<file path="config.mk">
export PLATFORM = sky130hd
export DESIGN_NAME = pmem_loader_flat
export DESIGN_NICKNAME = d
export VERILOG_FILES = /design/src/rtl/pmem_loader_pkg.sv /design/src/rtl/pmem_loader_if.sv /design/src/rtl/pmem_loader_rx_timeout.sv /design/src/rtl/pmem_loader.sv /design/src/flat_wrapper.sv
export SDC_FILE = /design/constraint.sdc
export NUM_CORES = 1
export LEC_CHECK = 0
export ABC_AREA = 1
export CAP_MARGIN = 20
export CORE_UTILIZATION = 48
export DETAILED_ROUTE_END_ITERATION = 7
export GPL_ROUTABILITY_DRIVEN = 0
export PLACE_DENSITY = 0.69
export SLEW_MARGIN = 40
export SYNTH_ARGS = -nofsm -noshare
export SYNTH_HDL_FRONTEND = slang
export SYNTH_SLANG_ARGS = --single-unit
</file>
<file path="constraint.sdc">
create_clock -name clk -period 1.8 [get_ports clk]
set_input_delay 0.45 -clock clk [delete_from_list [all_inputs] [get_ports clk]]
set_output_delay 0.45 -clock clk [all_outputs]
set_load 0.03 [all_outputs]
</file>
<file path="src/rtl/pmem_loader_pkg.sv">
// Shared types and constants for the program-memory download engine.
package pmem_loader_pkg;

    localparam int ADDR_W  = 8;
    localparam int INSTR_W = 12;

    typedef enum logic [2:0] {
        IDLE,
        GET_COUNT,
        GET_HI,
        GET_LO,
        WRITE,
        GET_SUM,
        DONE,
        ERROR
    } state_e;

    localparam logic [1:0] ERR_NONE    = 2'd0;
    localparam logic [1:0] ERR_NIBBLE  = 2'd1;
    localparam logic [1:0] ERR_CSUM    = 2'd2;
    localparam logic [1:0] ERR_TIMEOUT = 2'd3;

endpackage

</file>
<file path="src/rtl/pmem_loader_if.sv">
// Byte-stream input, program-memory load port and status of the loader.
interface pmem_loader_if;
    import pmem_loader_pkg::*;

    logic               start;
    logic               in_valid;
    logic [7:0]         in_data;
    logic               in_ready;
    logic               LoadE;
    logic [ADDR_W-1:0]  LoadAddr;
    logic [INSTR_W-1:0] LoadInstruction;
    logic               busy;
    logic               done;
    logic               err;
    logic [1:0]         err_code;

    modport slave (
        input  start, in_valid, in_data,
        output in_ready, LoadE, LoadAddr, LoadInstruction, busy, done, err, err_code
    );

    modport master (
        output start, in_valid, in_data,
        input  in_ready, LoadE, LoadAddr, LoadInstruction, busy, done, err, err_code
    );

endinterface

</file>
<file path="src/rtl/pmem_loader_rx_timeout.sv">
// Idle-cycle counter between accepted stream bytes; LIMIT of 0 disables it.
module pmem_loader_rx_timeout #(
    parameter logic [15:0] LIMIT = 16'd50000
) (
    input  logic clk,
    input  logic rst,
    input  logic clr_i,
    input  logic en_i,
    output logic expired_o
);

    logic [15:0] cnt_q, cnt_d;

    always_comb begin
        cnt_d = cnt_q;
        if (clr_i)
            cnt_d = '0;
        else if (en_i && LIMIT != 16'd0)
            cnt_d = cnt_q + 16'd1;
    end

    always_ff @(posedge clk) begin
        if (rst) cnt_q <= '0;
        else     cnt_q <= cnt_d;
    end

    // Flags the cycle whose edge brings the count to LIMIT, so the abort
    // happens on that same edge.
    assign expired_o = (LIMIT != 16'd0) && en_i && (cnt_q == LIMIT - 16'd1);

endmodule

</file>
<file path="src/rtl/pmem_loader.sv">
// Parses count / hi,lo pairs / XOR checksum from a byte stream and writes
// 12-bit instructions to sequential program-memory addresses.
module pmem_loader
    import pmem_loader_pkg::*;
#(
    parameter logic [ADDR_W-1:0] BASE_ADDR      = 8'h00,
    parameter logic [15:0]       TIMEOUT_CYCLES = 16'd50000
) (
    input  logic          clk,
    input  logic          rst,
    pmem_loader_if.slave  lp
);

    state_e             state_q, state_d;
    logic [ADDR_W-1:0]  addr_q, addr_d;
    logic [8:0]         rem_q, rem_d;
    logic [3:0]         hi_q, hi_d;
    logic [7:0]         csum_q, csum_d;
    logic               busy_q, busy_d, done_q, done_d, err_q, err_d;
    logic [1:0]         code_q, code_d;
    logic               load_e_q, load_e_d;
    logic [ADDR_W-1:0]  load_addr_q, load_addr_d;
    logic [INSTR_W-1:0] load_instr_q, load_instr_d;

    logic get_st, xfer, expired;

    assign get_st = (state_q == GET_COUNT) || (state_q == GET_HI) ||
                    (state_q == GET_LO)    || (state_q == GET_SUM);
    assign xfer   = lp.in_valid && get_st;

    pmem_loader_rx_timeout #(.LIMIT(TIMEOUT_CYCLES)) u_tmo (
        .clk       (clk),
        .rst       (rst),
        .clr_i     (!get_st || xfer),
        .en_i      (get_st),
        .expired_o (expired)
    );

    always_comb begin
        state_d      = state_q;
        addr_d       = addr_q;
        rem_d        = rem_q;
        hi_d         = hi_q;
        csum_d       = csum_q;
        busy_d       = busy_q;
        done_d       = done_q;
        err_d        = err_q;
        code_d       = code_q;
        load_e_d     = 1'b0;
        load_addr_d  = load_addr_q;
        load_instr_d = load_instr_q;

        if (get_st && expired) begin
            state_d = ERROR;
            code_d  = ERR_TIMEOUT;
        end else begin
            case (state_q)
                IDLE: if (lp.start) begin
                    done_d  = 1'b0;
                    err_d   = 1'b0;
                    code_d  = ERR_NONE;
                    busy_d  = 1'b1;
                    csum_d  = '0;
                    addr_d  = BASE_ADDR;
                    state_d = GET_COUNT;
                end
                GET_COUNT: if (xfer) begin
                    rem_d   = (lp.in_data == 8'h00) ? 9'd256 : {1'b0, lp.in_data};
                    csum_d  = csum_q ^ lp.in_data;
                    state_d = GET_HI;
                end
                GET_HI: if (xfer) begin
                    if (lp.in_data[7:4] != 4'h0) begin
                        state_d = ERROR;
                        code_d  = ERR_NIBBLE;
                    end else begin
                        hi_d    = lp.in_data[3:0];
                        csum_d  = csum_q ^ lp.in_data;
                        state_d = GET_LO;
                    end
                end
                GET_LO: if (xfer) begin
                    csum_d       = csum_q ^ lp.in_data;
                    load_e_d     = 1'b1;
                    load_addr_d  = addr_q;
                    load_instr_d = {hi_q, lp.in_data};
                    state_d      = WRITE;
                end
                WRITE: begin
                    addr_d  = addr_q + 8'd1;
                    rem_d   = rem_q - 9'd1;
                    state_d = (rem_q == 9'd1) ? GET_SUM : GET_HI;
                end
                GET_SUM: if (xfer) begin
                    if (lp.in_data == csum_q) begin
                        state_d = DONE;
                    end else begin
                        state_d = ERROR;
                        code_d  = ERR_CSUM;
                    end
                end
                default: state_d = IDLE;
            endcase
        end

        // DONE/ERROR last one cycle, so these fire only on entry.
        if (state_d == ERROR) begin
            err_d  = 1'b1;
            busy_d = 1'b0;
        end
        if (state_d == DONE) begin
            done_d = 1'b1;
            busy_d = 1'b0;
        end
    end

    always_ff @(posedge clk) begin
        if (rst) begin
            state_q      <= IDLE;
            addr_q       <= BASE_ADDR;
            rem_q        <= '0;
            hi_q         <= '0;
            csum_q       <= '0;
            busy_q       <= 1'b0;
            done_q       <= 1'b0;
            err_q        <= 1'b0;
            code_q       <= ERR_NONE;
            load_e_q     <= 1'b0;
            load_addr_q  <= '0;
            load_instr_q <= '0;
        end else begin
            state_q      <= state_d;
            addr_q       <= addr_d;
            rem_q        <= rem_d;
            hi_q         <= hi_d;
            csum_q       <= csum_d;
            busy_q       <= busy_d;
            done_q       <= done_d;
            err_q        <= err_d;
            code_q       <= code_d;
            load_e_q     <= load_e_d;
            load_addr_q  <= load_addr_d;
            load_instr_q <= load_instr_d;
        end
    end

    assign lp.in_ready        = get_st;
    assign lp.LoadE           = load_e_q;
    assign lp.LoadAddr        = load_addr_q;
    assign lp.LoadInstruction = load_instr_q;
    assign lp.busy            = busy_q;
    assign lp.done            = done_q;
    assign lp.err             = err_q;
    assign lp.err_code        = code_q;

endmodule

</file>
<file path="src/flat_wrapper.sv">
// flat-port wrapper written by rule: the top's interface ports become plain ports
module pmem_loader_flat import pmem_loader_pkg::*;
#(
    parameter logic [ADDR_W-1:0] BASE_ADDR      = 8'h00,
    parameter logic [15:0]       TIMEOUT_CYCLES = 16'd50000
)
  (clk, rst, lp_start, lp_in_valid, lp_in_data, lp_in_ready, lp_LoadE, lp_LoadAddr, lp_LoadInstruction, lp_busy, lp_done, lp_err, lp_err_code);
  pmem_loader_if lp_i ();
  input  logic clk;
  input  logic rst;
  input wire logic [$bits(lp_i.start)-1:0] lp_start;
  input wire logic [$bits(lp_i.in_valid)-1:0] lp_in_valid;
  input wire logic [$bits(lp_i.in_data)-1:0] lp_in_data;
  output wire logic [$bits(lp_i.in_ready)-1:0] lp_in_ready;
  output wire logic [$bits(lp_i.LoadE)-1:0] lp_LoadE;
  output wire logic [$bits(lp_i.LoadAddr)-1:0] lp_LoadAddr;
  output wire logic [$bits(lp_i.LoadInstruction)-1:0] lp_LoadInstruction;
  output wire logic [$bits(lp_i.busy)-1:0] lp_busy;
  output wire logic [$bits(lp_i.done)-1:0] lp_done;
  output wire logic [$bits(lp_i.err)-1:0] lp_err;
  output wire logic [$bits(lp_i.err_code)-1:0] lp_err_code;
  assign lp_i.start = lp_start;
  assign lp_i.in_valid = lp_in_valid;
  assign lp_i.in_data = lp_in_data;
  assign lp_in_ready = lp_i.in_ready;
  assign lp_LoadE = lp_i.LoadE;
  assign lp_LoadAddr = lp_i.LoadAddr;
  assign lp_LoadInstruction = lp_i.LoadInstruction;
  assign lp_busy = lp_i.busy;
  assign lp_done = lp_i.done;
  assign lp_err = lp_i.err;
  assign lp_err_code = lp_i.err_code;
  pmem_loader #(.BASE_ADDR(BASE_ADDR), .TIMEOUT_CYCLES(TIMEOUT_CYCLES)) u_core (.clk(clk), .rst(rst), .lp(lp_i));
endmodule
</file>
# Yosys cells after proc, flatten, opt, wreduce, memory -nomap -nowiden
# Index checks and enable logic that the tools add are counted.
# Widths: inputs -> output; s select.
# word_totals
elab_cells	106
out_inout_bits	27
ff_bits	74
# classes
n_mux	32
n_reduce_logical	32
add_sub_neg	3
bitwise_logic	4
eq_ne	22
# op_table
operator	n
$mux 8	4
$mux 3	8
$pmux 8 s3	1
$mux 9	2
$pmux 3 s6	1
$pmux 9 s2	1
$reduce_and 3->1	6
$add 16x1->16 const B	1
$eq 16x16->1 const B	1
$pmux 8 s2	1
$eq 3x3->1 const B	4
$mux 2	6
$reduce_and 6->1	2
$reduce_bool 2->1	6
$eq 9x1->1 const B	1
$ne 3x2->1 const B	3
$sub 9x1->9 const B	1
$add 8x1->8 const B	1
$eq 8x8->1	1
$logic_not 8->1	1
$ne 2x2->1 const B	4
$reduce_bool 4->1	2
$xor 8x8->8	1
$mux 1	7
14 further kinds	27

# Longest topological paths before layout
# logic_depth
depth_word	11
depth_mapped	12

# Hierarchy
# A second synthesis with hierarchy kept.
# unflattened
hier_cells	535
area_unflattened_um2	3699.8
# modules_own_cells
module	area_per_inst_um2	cells_each	seq_area_each_um2	n_inst
pmem_loader	2852.7	410	1161.1	1
pmem_loader_rx_timeout	847.1	125	320.3	1

# Least setup slack after synthesis
# OpenSTA, ideal clock, no wires.
# synth_path
kind	reg-to-reg
start	register u_core.u_tmo.cnt_q[0]
end	register u_core.hi_q[0]
n_path_buf	1
arrival_time_ps	1496
required_ps	1680
period_less_slack_ps	1616
setup_slack_ps	184
path_stages_with_launch	10
cell_sequence	dfxtp_1 > ha_1 > nand3_1 > nor2_8 > nand3b_4 > buf_6 > nand2_1 > inv_2 > o21ai_0 > a21oi_1
# synth_via
elab_chain_cells	5
# synth_rtl
item	line	rtl
start, declared	pmem_loader_rx_timeout.sv:12	logic [15:0] cnt_q, cnt_d;
start signal, assigned	pmem_loader_rx_timeout.sv:24	else cnt_q <= cnt_d;
$eq 16x16->1	pmem_loader_rx_timeout.sv:29	assign expired_o = (LIMIT != 16'd0) && en_i && (cnt_q == LIMIT - 16'd1);
$logic_and 1x1->1	pmem_loader_rx_timeout.sv:29	
$logic_and 1x1->1	pmem_loader.sv:53	if (get_st && expired) begin
$not 1->1 (no source line)	-	
$reduce_and 4->1 (no source line)	-	
end signal, assigned	pmem_loader.sv:135	hi_q <= hi_d;
end, declared	pmem_loader.sv:17	logic [3:0] hi_q, hi_d;
# Every way passes these cells.
# A chain may end at the register's enable or synchronous reset.

# Final worst setup path
# layout_path
start	register u_core.state_q[1]
end	output lp_in_ready
# layout_via
elab_chain_cells	4
word_cells_on_any_way	7
# layout_rtl
item	line	rtl
start, declared	pmem_loader.sv:14	state_e state_q, state_d;
start signal, assigned	pmem_loader.sv:132	state_q <= state_d;
$eq 3x1->1 or $eq 3x2->1 (tied branches)	pmem_loader.sv:27	assign get_st = (state_q == GET_COUNT) || (state_q == GET_HI) ||
$logic_or 1x1->1 (2 in a row)	pmem_loader.sv:27	
$logic_or 1x1->1 (*)	pmem_loader.sv:28	(state_q == GET_LO) || (state_q == GET_SUM);
end, declared	flat_wrapper.sv:14	output wire logic [$bits(lp_i.in_ready)-1:0] lp_in_ready;
# Mark *: on every way between the ends. The rest lies on a longest branch, timed or not.

==> out/qor.tcl <==
set qor(cp-startpoint) {u_core.state_q[1]}
set qor(die_height_um) 89.3
set qor(grt.total_usage_pct) 22.9
set qor(stdcell_area_um2) 4610
set qor(synth.top_cells.by_area) {dfxtp_1, nand2_1, nor2_1}
set qor(min_path_type) {register to register}
set qor(critical-path-max-stage-delay_ns) 0.37
set qor(route.detailed.drc) 0
set qor(mostFrequentLayoutCell) {nand2_1}
set qor(setup_slack_ns) 0.0639
set qor(buffer_ports.inserted) 38
set qor(synthesis.nets) 546
set qor(final_nets) 622
set qor(grt_start_max_net_pins) 26
set qor(drt_first_pass_iters) 4
set qor(global_route_wire_length_before_repair_um) 14000
set qor(antenna_cells) 0
set qor(synth.largest_area_cell) {dfxtp_1}
set qor(p_total_mw) 3.98
set qor(vdd.ir_drop.worst_uv) 484
set qor(layout-drive-gt1-share_pct) 16.4
set qor(overflow_left_after_global_routing) 0
set qor(dpl-instance-area_um2) 4390
set qor(ys_ff_latch) 74
set qor(die_outline_area_um2) 7970
set qor(timing.rr.start) {u_core.u_tmo.cnt_q[1]}
set qor(netlist-cell-type-count) 36
set qor(timing.max_cap.violations) 0
set qor(antenna_found_initial) 0
set qor(critical_path.startpoint_type) {register}
set qor(first_global_vias) 3163
set qor(fp.dieW_um) 89.3
set qor(hold_path_startpoint) {u_core.u_tmo.cnt_q[15]}
set qor(cts.path.max_buffers) 2
set qor(synth_sequential_area_ratio_pct) 40.5
set qor(tritoncts_clock_tree) {built}
set qor(fin_skew_ns) 0.0100
set qor(avgSynthCellArea_um2) 6.90
set qor(critical_path.cell_chain) {inv_2 > nand2_4 > nand2_8 > inv_4 > buf_4}
set qor(postSynthCellCount) 530
set qor(antenna_violating_nets_post_route) 0
set qor(cts_made_buffers) 9
set qor(area_delta_synth_final_pct) 26.2
set qor(slew_viol_final) 0
set qor(slew_headroom_pct) 79.1
set qor(synth-async-reset-ratio_pct) 0
set qor(dp_hpwl_um) 6330
set qor(fin_crit_sh_pct) 96.5
set qor(worstMarginPinSlew_ns) 0.315
set qor(syn_area_um2) 3650
set qor(critPathCaptureType) {output port}
set qor(worst-endpoint-arrival_ns) 1.29
set qor(clock_sinks) 74
set qor(worstPathRequired_ns) 1.35
set qor(initial_utilization_pct) 50.1
set qor(min_period_ns) 1.74
set qor(timing.critical_path.slowest_stage_cell) {dfxtp_4}
set qor(cts_root_buf) {clkbuf_8}
set qor(post_drt_via_cell_ratio) 4.97
set qor(endpoints_failing_hold) 0
set qor(setup_violations) 0
set qor(std_cell_rows) 31
set qor(path_class) {register to output port}
set qor(ys_warn_count) 0
set qor(most-common-layout-cells) {nand2_1, nor2_1, dfxtp_1}
set qor(ys_dominant_reg_cell) {dfxtp_1}
set qor(power.leakage_nw) 2.11
set qor(result_of_the_run) {complete, no violations}
set qor(insertion_delay_ns) 0.35
set qor(route.final.wire_length_um) 8540
set qor(design.core.area_um2) 7290
set qor(fill_cells) 725
set qor(io_pins) 39
set qor(cts.htree.levels) 3
set qor(detail_route.wl_per_cell_um) 12.0
set qor(worst_hold_slack_ns) 0.470
set qor(clock_slew_seen_by_the_registers_of_the_worst_setup_and_hold_paths_ns) 0.08
set qor(cp_max_fo) 9
set qor(dpl_ws_ns) -0.187
set qor(achievable_freq_mhz) 576
set qor(area_share_of_the_largest_cell_type_after_synthesis_pct) 40.5
set qor(setup_tns_ns) 0
set qor(detailroute.via_count) 3529
set qor(pwr_density_nw_per_um2) 862
set qor(edff_count_synth) 0
set qor(number_of_design_rule_violations_left_by_the_first_detailed_router_iteration) 195
-- worst paths after layout --
kind / end / slack (ns) / depth (start not counted)
min: u_core.u_tmo.cnt_q[15] / 0.47 / 2
max: lp_in_ready / 0.06 / 5
min reg2reg: u_core.u_tmo.cnt_q[15] / 0.47 / 2
max reg2reg: u_core.lp.LoadInstruction[2] / 0.10 / 9
-- registers in the layout (all words and copies together) (netlist names) --
register and count:
u_core.addr_q 8, u_core.csum_q 8, u_core.hi_q 4, u_core.lp.LoadAddr 8
u_core.lp.LoadE 1, u_core.lp.LoadInstruction 12, u_core.lp.busy 1, u_core.lp.done 1
u_core.lp.err 1, u_core.lp.err_code 2, u_core.rem_q 9, u_core.state_q 3
u_core.u_tmo.cnt_q 16
-- critical path: cells and delay by family, from the launching register on --
family	cells	cell delay, ns
buffers and inverters	3	0.31
AND/OR/NAND/NOR	2	0.27
flip-flops	1	0.37
-- cell usage after synthesis (2+ instances only) --
library cell	instances
nand3_2	2
a21oi_2	3
nand4_1	5
nand2_1	108
nor3b_1	3
clkbuf_1	3
nor3_2	2
nor2_4	3
nor2_1	91
buf_2	4
a21oi_1	41
ha_1	4
dfxtp_1	74
nor3_1	8
o21ai_1	6
nor3_4	2
inv_1	55
o21a_1	3
buf_1	2
o21ai_0	47
nand2_4	3
xor2_1	2
nand2_2	4
nand3_1	33
buf_6	3
inv_2	9
-- area by class of cell --
| type | count | area (µm²) | area share (%) |
|---|---|---|---|
| Inverter | 65 | 249 | 5.40 |
| Tap cell | 99 | 124 | 2.69 |
| Clock inverter | 7 | 83.8 | 1.82 |
| Multi-Input combinational cell | 378 | 1880 | 40.8 |
| Sequential cell | 74 | 1490 | 32.3 |
| Timing Repair Buffer | 78 | 658 | 14.3 |
| Clock buffer | 9 | 124 | 2.69 |
-- metrics by stage --
stage	cells	utilization [%]
finish	710	63.2
global route	710	63.2
CTS	710	62.9
detailed placement	694	60.2
global placement	694	60.2
floorplan	530	-
-- power by group --
part / switching [mW] / internal (mW) / total [mW]
Clock: 0.708 / 0.670 / 1.38
Sequential: 0.0596 / 1.72 / 1.78
Combinational: 0.512 / 0.304 / 0.817
-- what timing repair did --
action	4_1_cts	5_1_grt
setup endpoints to repair	45	8
setup buffers	0	0
hold buffers	0	0
pin swaps	0	1
gates resized for setup	33	8
-- logic make-up after synthesis --
family	after synthesis	share of synthesized area (%)
flops	74	40.5
simple gates	270	34.2
xor+xnor	2	0.479
fa+ha+maj	4	1.37
buf+inv	78	8.87
compound gates	102	14.6
-- metal layers --
| metal | up-vias | wire length [µm] | track usage (%) |
|---|---|---|---|
| met5 | - | 0 | 0 |
| met4 | 0 | 76 | 8.08 |
| met3 | 6 | 382 | 3.79 |
| met2 | 70 | 3990 | 38.0 |
| met1 | 1591 | 4090 | 30.2 |
| li1 | 1862 | - | - |
Note: power is estimated with default switching activity, not from simulation.
